### src/rtl/g_4rr_arb_pkg.sv
// ---------------------------------------------------------------------------
// g_4rr_arb_pkg
// Shared definitions for the four-requester round-robin arbiter:
//   NREQ     number of requesters
//   state_t  arbiter FSM state encoding (ST_IDLE / ST_OWN)
//   onehot() index -> one-hot grant vector helper
// ---------------------------------------------------------------------------
package g_4rr_arb_pkg;

    localparam int NREQ = 4;

    typedef enum logic {
        ST_IDLE = 1'b0,
        ST_OWN  = 1'b1
    } state_t;

    function automatic logic [NREQ-1:0] onehot(input logic [1:0] idx);
        logic [NREQ-1:0] v;
        v      = '0;
        v[idx] = 1'b1;
        return v;
    endfunction

endpackage

### src/rtl/g_4rr_arb_if.sv
// ---------------------------------------------------------------------------
// g_4rr_arb_if
// Request/grant bundle between the bus masters and the arbiter.
//   CE    clock enable (low freezes the arbiter)
//   REQN  active-low requests, bit i = requester i
//   GNT   registered one-hot grant, active-high
//   GIDX  registered owner index, valid while BUSY=1
//   BUSY  registered, 1 while any GNT bit is set
//   ANY   combinational "any request pending"
// Modports: master = requester side, slave = arbiter side.
// ---------------------------------------------------------------------------
interface g_4rr_arb_if;
    import g_4rr_arb_pkg::*;

    logic            CE;
    logic [NREQ-1:0] REQN;
    logic [NREQ-1:0] GNT;
    logic [1:0]      GIDX;
    logic            BUSY;
    logic            ANY;

    modport master (output CE, REQN, input GNT, GIDX, BUSY, ANY);
    modport slave  (input CE, REQN, output GNT, GIDX, BUSY, ANY);

endinterface

### src/rtl/g_4rr_pick.sv
// ---------------------------------------------------------------------------
// g_4rr_pick
// Combinational rotate-priority picker. Searches ptr+1, ptr+2, ptr+3, ptr
// (mod 4) and returns the first active requester.
//   req  in   4  active-high requests
//   ptr  in   2  last granted requester
//   win  out  2  winning index (0 when hit=0)
//   hit  out  1  at least one request active
// ---------------------------------------------------------------------------
module g_4rr_pick
    import g_4rr_arb_pkg::*;
(
    input  logic [NREQ-1:0] req,
    input  logic [1:0]      ptr,
    output logic [1:0]      win,
    output logic            hit
);

    logic [1:0] idx;

    // Walk the search order backwards so the highest-priority hit is the
    // last assignment and therefore the one that sticks.
    always_comb begin
        // NOTE: every variable gets a default first so no path leaves it
        // unassigned, which would otherwise infer a latch.
        win = '0;
        hit = 1'b0;
        idx = '0;
        for (int k = NREQ; k >= 1; k--) begin
            idx = ptr + 2'(k);
            if (req[idx]) begin
                win = idx;
                hit = 1'b1;
            end
        end
    end

endmodule

### src/rtl/g_4rr_arb.sv
// ---------------------------------------------------------------------------
// g_4rr_arb
// Four-requester round-robin arbiter with active-low requests and a
// registered one-hot grant. A new owner is chosen on release (no idle
// bubble when others wait); the previous owner ranks last in the rotation.
//   CK    in   clock, rising edge
//   CD    in   asynchronous active-high clear
//   bus   slave modport of g_4rr_arb_if (CE, REQN, GNT, GIDX, BUSY, ANY)
// Parameters (timeout build only):
//   HOLD_MAX  max cycles an owner keeps the grant while others wait
//   CNT_W     hold-counter width, HOLD_MAX <= 2**CNT_W-1
// Optional feature: define G_ARB_TIMEOUT_EN to enable the hold timeout.
// ---------------------------------------------------------------------------
module g_4rr_arb
    import g_4rr_arb_pkg::*;
#(
    parameter int HOLD_MAX = 15,
    parameter int CNT_W    = 4
) (
    input  logic          CK,
    input  logic          CD,
    g_4rr_arb_if.slave    bus
);

    if (HOLD_MAX < 1 || HOLD_MAX > (2**CNT_W) - 1) begin : g_bad_hold
        $error("g_4rr_arb: HOLD_MAX must be in 1..2**CNT_W-1");
    end

    state_t          state;
    logic [1:0]      ptr;
    logic [NREQ-1:0] gnt;
    logic [1:0]      gidx;
    logic            busy;

    logic [NREQ-1:0] req;
    logic [1:0]      win;
    logic            hit;
    logic            take;   // load the picker winner as the new owner
    logic            drop;   // owner released, nobody waiting

    assign req = ~bus.REQN;

    g_4rr_pick u_pick (
        .req (req),
        .ptr (ptr),
        .win (win),
        .hit (hit)
    );

`ifdef G_ARB_TIMEOUT_EN
    localparam logic [CNT_W-1:0] HOLD_LAST = CNT_W'(HOLD_MAX - 1);
    logic [CNT_W-1:0] cnt;
`endif

    always_comb begin
        take = 1'b0;
        drop = 1'b0;
        case (state)
            ST_IDLE: take = hit;
            ST_OWN: begin
                if (!req[ptr]) begin
                    // Owner's own bit is clear, so any hit is another requester.
                    take = hit;
                    drop = !hit;
                end
`ifdef G_ARB_TIMEOUT_EN
                else if (cnt == HOLD_LAST) begin
                    // Owner still requests; the picker only returns ptr
                    // when nobody else is waiting.
                    take = hit && (win != ptr);
                end
`endif
            end
            default: ;
        endcase
    end

    // NOTE: the asynchronous clear resets every register, including the
    // rotation pointer, so the first search after reset starts at requester 0.
    always_ff @(posedge CK or posedge CD) begin
        if (CD) begin
            state <= ST_IDLE;
            ptr   <= 2'd3;
            gnt   <= '0;
            gidx  <= '0;
            busy  <= 1'b0;
`ifdef G_ARB_TIMEOUT_EN
            cnt   <= '0;
`endif
        end else if (bus.CE) begin
            // NOTE: non-blocking assignments so every register samples the
            // pre-edge values, independent of statement order.
            if (take) begin
                state <= ST_OWN;
                ptr   <= win;
                gnt   <= onehot(win);
                gidx  <= win;
                busy  <= 1'b1;
`ifdef G_ARB_TIMEOUT_EN
                cnt   <= '0;
`endif
            end else if (drop) begin
                // ptr keeps the released owner so it ranks last next time.
                state <= ST_IDLE;
                gnt   <= '0;
                busy  <= 1'b0;
            end
`ifdef G_ARB_TIMEOUT_EN
            else if (state == ST_OWN && cnt != HOLD_LAST) begin
                cnt <= cnt + 1'b1;
            end
`endif
        end
    end

    assign bus.GNT  = gnt;
    assign bus.GIDX = gidx;
    assign bus.BUSY = busy;
    assign bus.ANY  = ~&bus.REQN;

endmodule

### src/flat_wrapper.sv
// flat-port wrapper written by rule: the top's interface ports become plain ports
module g_4rr_arb_flat import g_4rr_arb_pkg::*;
#(
    parameter int HOLD_MAX = 15,
    parameter int CNT_W    = 4
)
  (CK, CD, bus_CE, bus_REQN, bus_GNT, bus_GIDX, bus_BUSY, bus_ANY);
  g_4rr_arb_if bus_i ();
  input  logic CK;
  input  logic CD;
  input wire logic [$bits(bus_i.CE)-1:0] bus_CE;
  input wire logic [$bits(bus_i.REQN)-1:0] bus_REQN;
  output wire logic [$bits(bus_i.GNT)-1:0] bus_GNT;
  output wire logic [$bits(bus_i.GIDX)-1:0] bus_GIDX;
  output wire logic [$bits(bus_i.BUSY)-1:0] bus_BUSY;
  output wire logic [$bits(bus_i.ANY)-1:0] bus_ANY;
  assign bus_i.CE = bus_CE;
  assign bus_i.REQN = bus_REQN;
  assign bus_GNT = bus_i.GNT;
  assign bus_GIDX = bus_i.GIDX;
  assign bus_BUSY = bus_i.BUSY;
  assign bus_ANY = bus_i.ANY;
  g_4rr_arb #(.HOLD_MAX(HOLD_MAX), .CNT_W(CNT_W)) u_core (.CK(CK), .CD(CD), .bus(bus_i));
endmodule
### config.mk
export PLATFORM = sky130hd
export DESIGN_NAME = g_4rr_arb_flat
export DESIGN_NICKNAME = d
export VERILOG_FILES = /design/src/rtl/g_4rr_arb_pkg.sv /design/src/rtl/g_4rr_arb_if.sv /design/src/rtl/g_4rr_pick.sv /design/src/rtl/g_4rr_arb.sv /design/src/flat_wrapper.sv
export SDC_FILE = /design/constraint.sdc
export NUM_CORES = 1
export LEC_CHECK = 0
export CAP_MARGIN = 20
export CORE_AREA = 10 10 47 49
export CTS_BUF_LIST = sky130_fd_sc_hd__clkbuf_16
export CTS_CLUSTER_SIZE = 12
export DETAILED_ROUTE_END_ITERATION = 10
export DIE_AREA = 0 0 57 59
export PLACE_DENSITY = 0.64
export SYNTH_ARGS = -nofsm -noshare
export SYNTH_HDL_FRONTEND = slang
export SYNTH_SLANG_ARGS = --single-unit
### constraint.sdc
create_clock -name CK -period 2.4 [get_ports CK]
set_input_delay 0.48 -clock CK [delete_from_list [all_inputs] [get_ports CK]]
set_output_delay 0.48 -clock CK [all_outputs]
set_load 0.01 [all_outputs]
=== Yosys cells after proc, flatten, opt, wreduce, memory -nomap -nowiden ===
Index checks and enable logic that the tools add are counted.

* Output and inout port bits: 8
* Flip-flop bits (word level): 9
* Logic and storage cells: 48

* Multiplexer cells: 26
* Reduce and logical (&&, ||, !) cells: 7
* $lt $le $gt $ge: 6
* Add/subtract/negate cells: 3
* Bitwise logic cells: 2

{| class="wikitable"
|+ Operators with widths
! operator !! count
|-
| $lt A2 B3 Y1 const B || 5
|-
| $mux W1 || 14
|-
| $bmux W1 S2 || 4
|-
| $mux W2 || 4
|-
| $mux W4 || 2
|-
| $add A2 B2 Y2 const B || 2
|-
| $not A4 Y4 || 1
|-
| $reduce_and A2 Y1 || 2
|-
| $reduce_and A4 Y1 || 1
|-
| $add A2 B1 Y2 const B || 1
|-
| $demux W1 S2 || 1
|-
| $ge A2 B1 Y1 const B || 1
|-
| $logic_not A1 Y1 || 2
|-
| $pmux W1 S2 || 1
|-
| $reduce_bool A2 Y1 || 1
|-
| $logic_and A1 B1 Y1 || 1
|-
| $not A1 Y1 || 1
|}

=== Logic depth before layout (Yosys ltp) ===
* Word-level depth: 12
* Depth in mapped cells: 4
* Mapped depth without buffers: 4

=== Modules after synthesis ===
A second synthesis with hierarchy kept.

* Cell total of the unflattened synthesis: 49
* Area total of the unflattened synthesis: 520.5 µm²

{| class="wikitable"
|+ By module, submodules not included
! module !! area an instance (µm²) !! cells an instance !! seq. area each (µm²) !! times used
|-
| g_4rr_arb || 429.2 || 35 || 227.7 || 1
|-
| g_4rr_pick || 91.3 || 14 || 0.0 || 1
|}

=== Worst setup path after synthesis ===
Ideal clock, no wire load.

* Path type: reg-to-reg
* Start: register u_core.ptr[1]
* End: register u_core.gnt[1] (netlist: u_core.bus.GNT[1])
* Setup slack: 0.714 ns
* Setup time: 0.122 ns
* Arrival time: 1.564 ns
* Data required time: 2.278 ns
* Stages on the path, launching flop included: 4
* Cell sequence: dfstp_2 > mux4_2 > o211a_4 > a32o_1

* Longest elaborated chain between the ends: 11

{| class="wikitable"
|+ RTL lines
! what !! RTL line !! RTL
|-
| start, declared || g_4rr_arb.sv:30 || <nowiki>logic [1:0] ptr;</nowiki>
|-
| start signal, assigned || g_4rr_arb.sv:95 || <nowiki>ptr <= win;</nowiki>
|-
| $add A2 B2 Y2 / $bmux W1 S2 (equally long branches) || g_4rr_pick.sv:30, g_4rr_pick.sv:31, g_4rr_arb.sv:61 ||
|-
| $bmux W1 S2 / $mux W1 (equally long branches) || g_4rr_pick.sv:31, g_4rr_arb.sv:61 ||
|-
| $mux W1 (not written as such) / $mux W2 (equally long branches) || g_4rr_pick.sv:31 || <nowiki>if (req[idx]) begin</nowiki>
|-
| $mux W2 / $mux W1 (equally long branches) (3 in a row) || g_4rr_pick.sv:31 ||
|-
| $lt A2 B3 Y1 (not written as such), or another cell as far along || g_4rr_arb_pkg.sv:20 || <nowiki>v[idx] = 1'b1;</nowiki>
|-
| $logic_and A1 B1 Y1 (not written as such) / $mux W1 (equally long branches) || g_4rr_arb_pkg.sv:20, g_4rr_arb.sv:61 ||
|-
| $mux W1 (on tied branches) || g_4rr_arb_pkg.sv:20, g_4rr_arb.sv:58 ||
|-
| $demux W1 S2 / $reduce_bool A2 Y1 (equally long branches) || n/a ||
|-
| $mux W4 / $reduce_and A2 Y1 (equally long branches) || n/a ||
|-
| end signal, assigned || g_4rr_arb.sv:96 || <nowiki>gnt <= onehot(win);</nowiki>
|-
| end, declared || g_4rr_arb.sv:31 || <nowiki>logic [NREQ-1:0] gnt;</nowiki>
|}

Parallel ways exist; a longest one is shown, timed or not. The select of a mux whose other input is x is not followed.
A chain may end at the register's enable or synchronous reset.

=== Worst setup path after layout ===
* Start: input bus_REQN[3]
* End: output bus_ANY

* Longest elaborated chain between the ends: 2

{| class="wikitable"
|+ RTL lines
! what !! RTL line !! RTL
|-
| start, declared || flat_wrapper.sv:12 || <nowiki>input wire logic [$bits(bus_i.REQN)-1:0] bus_REQN;</nowiki>
|-
| $reduce_and A4 Y1 || g_4rr_arb.sv:119 || <nowiki>assign bus.ANY = ~&bus.REQN;</nowiki>
|-
| $logic_not A1 Y1 || g_4rr_arb.sv:119 ||
|-
| end, declared || flat_wrapper.sv:16 || <nowiki>output wire logic [$bits(bus_i.ANY)-1:0] bus_ANY;</nowiki>
|}

No other way between the ends.

==> metrics.yaml <==
layout-drive-gt1-share_pct: 21.54
synth-seq-cells: 9
maxSlewViolCount: 0
drcViolationCount: 0
synth-simple-area-share_pct: 15.06
slew_headroom_pct: 68.77
clk_path_buf_depth: 2
clock_sinks: 9
tightestPinTransition_ns: 0.4684
r2r_end: "u_core.bus.GNT[1]"
rows: 14
drt_iter0_drc: 7
routed_via_density: 5.222
clock_latency_ns: 0.23
ir_drop_mv: 0.6791
hold_ws_ns: 0.4920
die_area_sq_mm: 0.003363
grt_max_degree: 10
fin_skew_ns: 0.002511
port_buffers: 14
p_per_area_mw_per_mm2: 1269
ant_nets: 0
post-dp-hpwl_microns: 877.7
total_power_mw: 0.9528
cts_tree: "done"
min_to: "u_core.bus.GNT[2]"
finalWorstSetupSlack_ns: 0.1735
status: "finished clean"
setup_violations: 0
p_leak_nw: 0.3113
syn_inst: 43
synth_top_family_by_area: "compound AO/OA/AOI/OAI gates"
ys_seq_area_share_pct: 47.27
max_freq_mhz: 449.1
area_growth_pct: 55.84
core-area_sq_mm: 0.001401
initial_utilization_pct: 34.38
synth_warnings: 0
fill_cells: 145
final.setup.tns_ns: 0
wl_per_cell_microns: 14.31
routed_wl_microns: 1159
final_cells: 81
fin_util_pct: 53.57
syn_area_per_cell_sq_um: 11.20
cp.arrival_ns: 1.75
synth.area.mux_share_pct: 4.675
final_area_sq_um: 750.7
antenna_found_initial: 0
rrSetupSlack_ns: 0.63
fin_crit_ns: 2.226
critPathKind: "input pin to output pin"
yosys.area_share.xor_xnor_pct: 0
worstSetupEndpointType: "output pin"
hold_class: "flop to flop"
die_x_microns: 57
synth-compound-area-share_pct: 29.87
synthDistinctLibCells: 22
nNetsFinal: 73
vias: 423
required_ns: 1.92
grt_pass1_vias: 442
holdCritStartpoint: "u_core.bus.GNT[2]"
ys.flop_type: "dfrtp_1"
io-pin-count: 15
hold_viol: 0
routabilityCongestion: 0.7768
ctsHoldBuffers: 0
synth_fa_ha_area_share_pct: 0
cts-resized-gates: 0
die_height_microns: 59
cts-root-buf: "clkbuf_16"
clkSlewWorstSetupHoldPaths_ns: 0.04
overflow: 0
post_cts_buffers: 0
maxCapViolCount: 0
grt_first_pass_wirelength_microns: 1952
dp_slack_ns: 0.1716
firstDrtPassIters: 4
place_inst: 77
syn_nets: 50
h-tree-depth: 1
cts_made_buffers: 3
synthArstFlopShare_pct: 100.0
num_antenna_cells: 0
grt_setup_unrepaired: "no"
crit_fanout: 8
grt_use_total_pct: 7.317
start_kind: "input pin"
reg2regPathDepth: 3
fin_crit_sh_pct: 92.77
place_area_sq_um: 671.9
hold_depth: 1
synth-edff-count: 0
netlist_area_sq_um: 481.7
r2r-start: "u_core.ptr[1]"
## power breakdown
group	internal [mW]	switching, mW
Clock	0.217	0.0682
Sequential	0.234	0.0543
Combinational	0.218	0.161
## Yosys cell counts (2+ instances only)
library cell  instances  share of area (%)
dfrtp_1               7                 36
dfstp_2               2                 11
inv_1                 4                3.1
a32o_1                2                4.2
o21ai_0               5                5.2
o2bb2ai_1             2                3.6
nand2_1               2                1.6
nor2_1                2                1.6
o21a_1                3                4.7
nand3_1               2                2.1
## cell usage in the layout, fill, tap and decap left out, drive strengths merged
| master | netlist | layout |
|---|---|---|
| o211a | 1 | 1 |
| a21oi | 1 | 1 |
| and2b | 1 | 1 |
| clkbuf | 0 | 3 |
| o21ai | 5 | 5 |
| mux4 | 1 | 1 |
| nand2 | 2 | 2 |
| a221o | 1 | 1 |
| nand4 | 2 | 2 |
| a32o | 2 | 2 |
| nand3 | 2 | 2 |
| a21o | 1 | 1 |
| o2bb2ai | 2 | 2 |
| inv | 4 | 5 |
| a2bb2oi | 1 | 1 |
| clkdlybuf4s50 | 0 | 14 |
| buf | 0 | 4 |
| o21a | 3 | 3 |
| nor2b | 1 | 1 |
| a221oi | 1 | 1 |
| dfstp | 2 | 2 |
| nor3 | 1 | 1 |
| dfrtp | 7 | 7 |
| nor2 | 2 | 2 |
## kinds of logic (layout without fill, tap and decap cells)
kind of cell	after synthesis	after routing
compound gates	18	18
buf+inv	4	26
flops	9	9
mux	1	1
simple gates	11	11
## layer usage
| metal | GRT usage, % | vias up | wire length, microns | share of wire [%] |
|---|---|---|---|---|
| met1 | 7.888 | 197 | 502 | 43 |
| met2 | 10.08 | 12 | 498 | 43 |
| met4 | 5.034 | 0 | 19 | 1.6 |
| met3 | 4.936 | 4 | 139 | 12 |
| met5 | 0 | - | 0 | 0 |
| li1 | - | 210 | - | - |
## worst max-delay path, stage by stage
cell	delay (ns)
clkdlybuf4s50_1	0.60
nand4_1	0.15
clkdlybuf4s50_1	0.51
## area by class of cell
cell class              count  area (sq um)  share of cell area [%]
clock buffers               3         75.07                   10.00
clock inverters             1         3.754                  0.5000
inverters                   4         15.01                   2.000
multi-input cells          30         239.0                   31.83
flip-flops and latches      9         227.7                   30.33
well taps                  16         20.02                   2.667
repair buffers             18         170.2                   22.67
## flip-flops by register name, summed over array words and instances, names as in the netlist
register	flops
u_core.ptr	2
u_core.bus.GIDX	2
u_core.bus.GNT	4
u_core.bus.BUSY	1
## worst max path at each step
stage                             start                 to  slack (ns)  cells past startpoint
after floorplan           u_core.ptr[1]  u_core.bus.GNT[1]        0.71                      3
after global placement      bus_REQN[3]            bus_ANY        0.19                      3
after detailed placement    bus_REQN[3]            bus_ANY        0.17                      3
after CTS                   bus_REQN[3]            bus_ANY        0.17                      3
after global routing        bus_REQN[3]            bus_ANY        0.11                      3
final                       bus_REQN[3]            bus_ANY        0.17                      3
No activity file was read; power rests on OpenSTA's default activity.
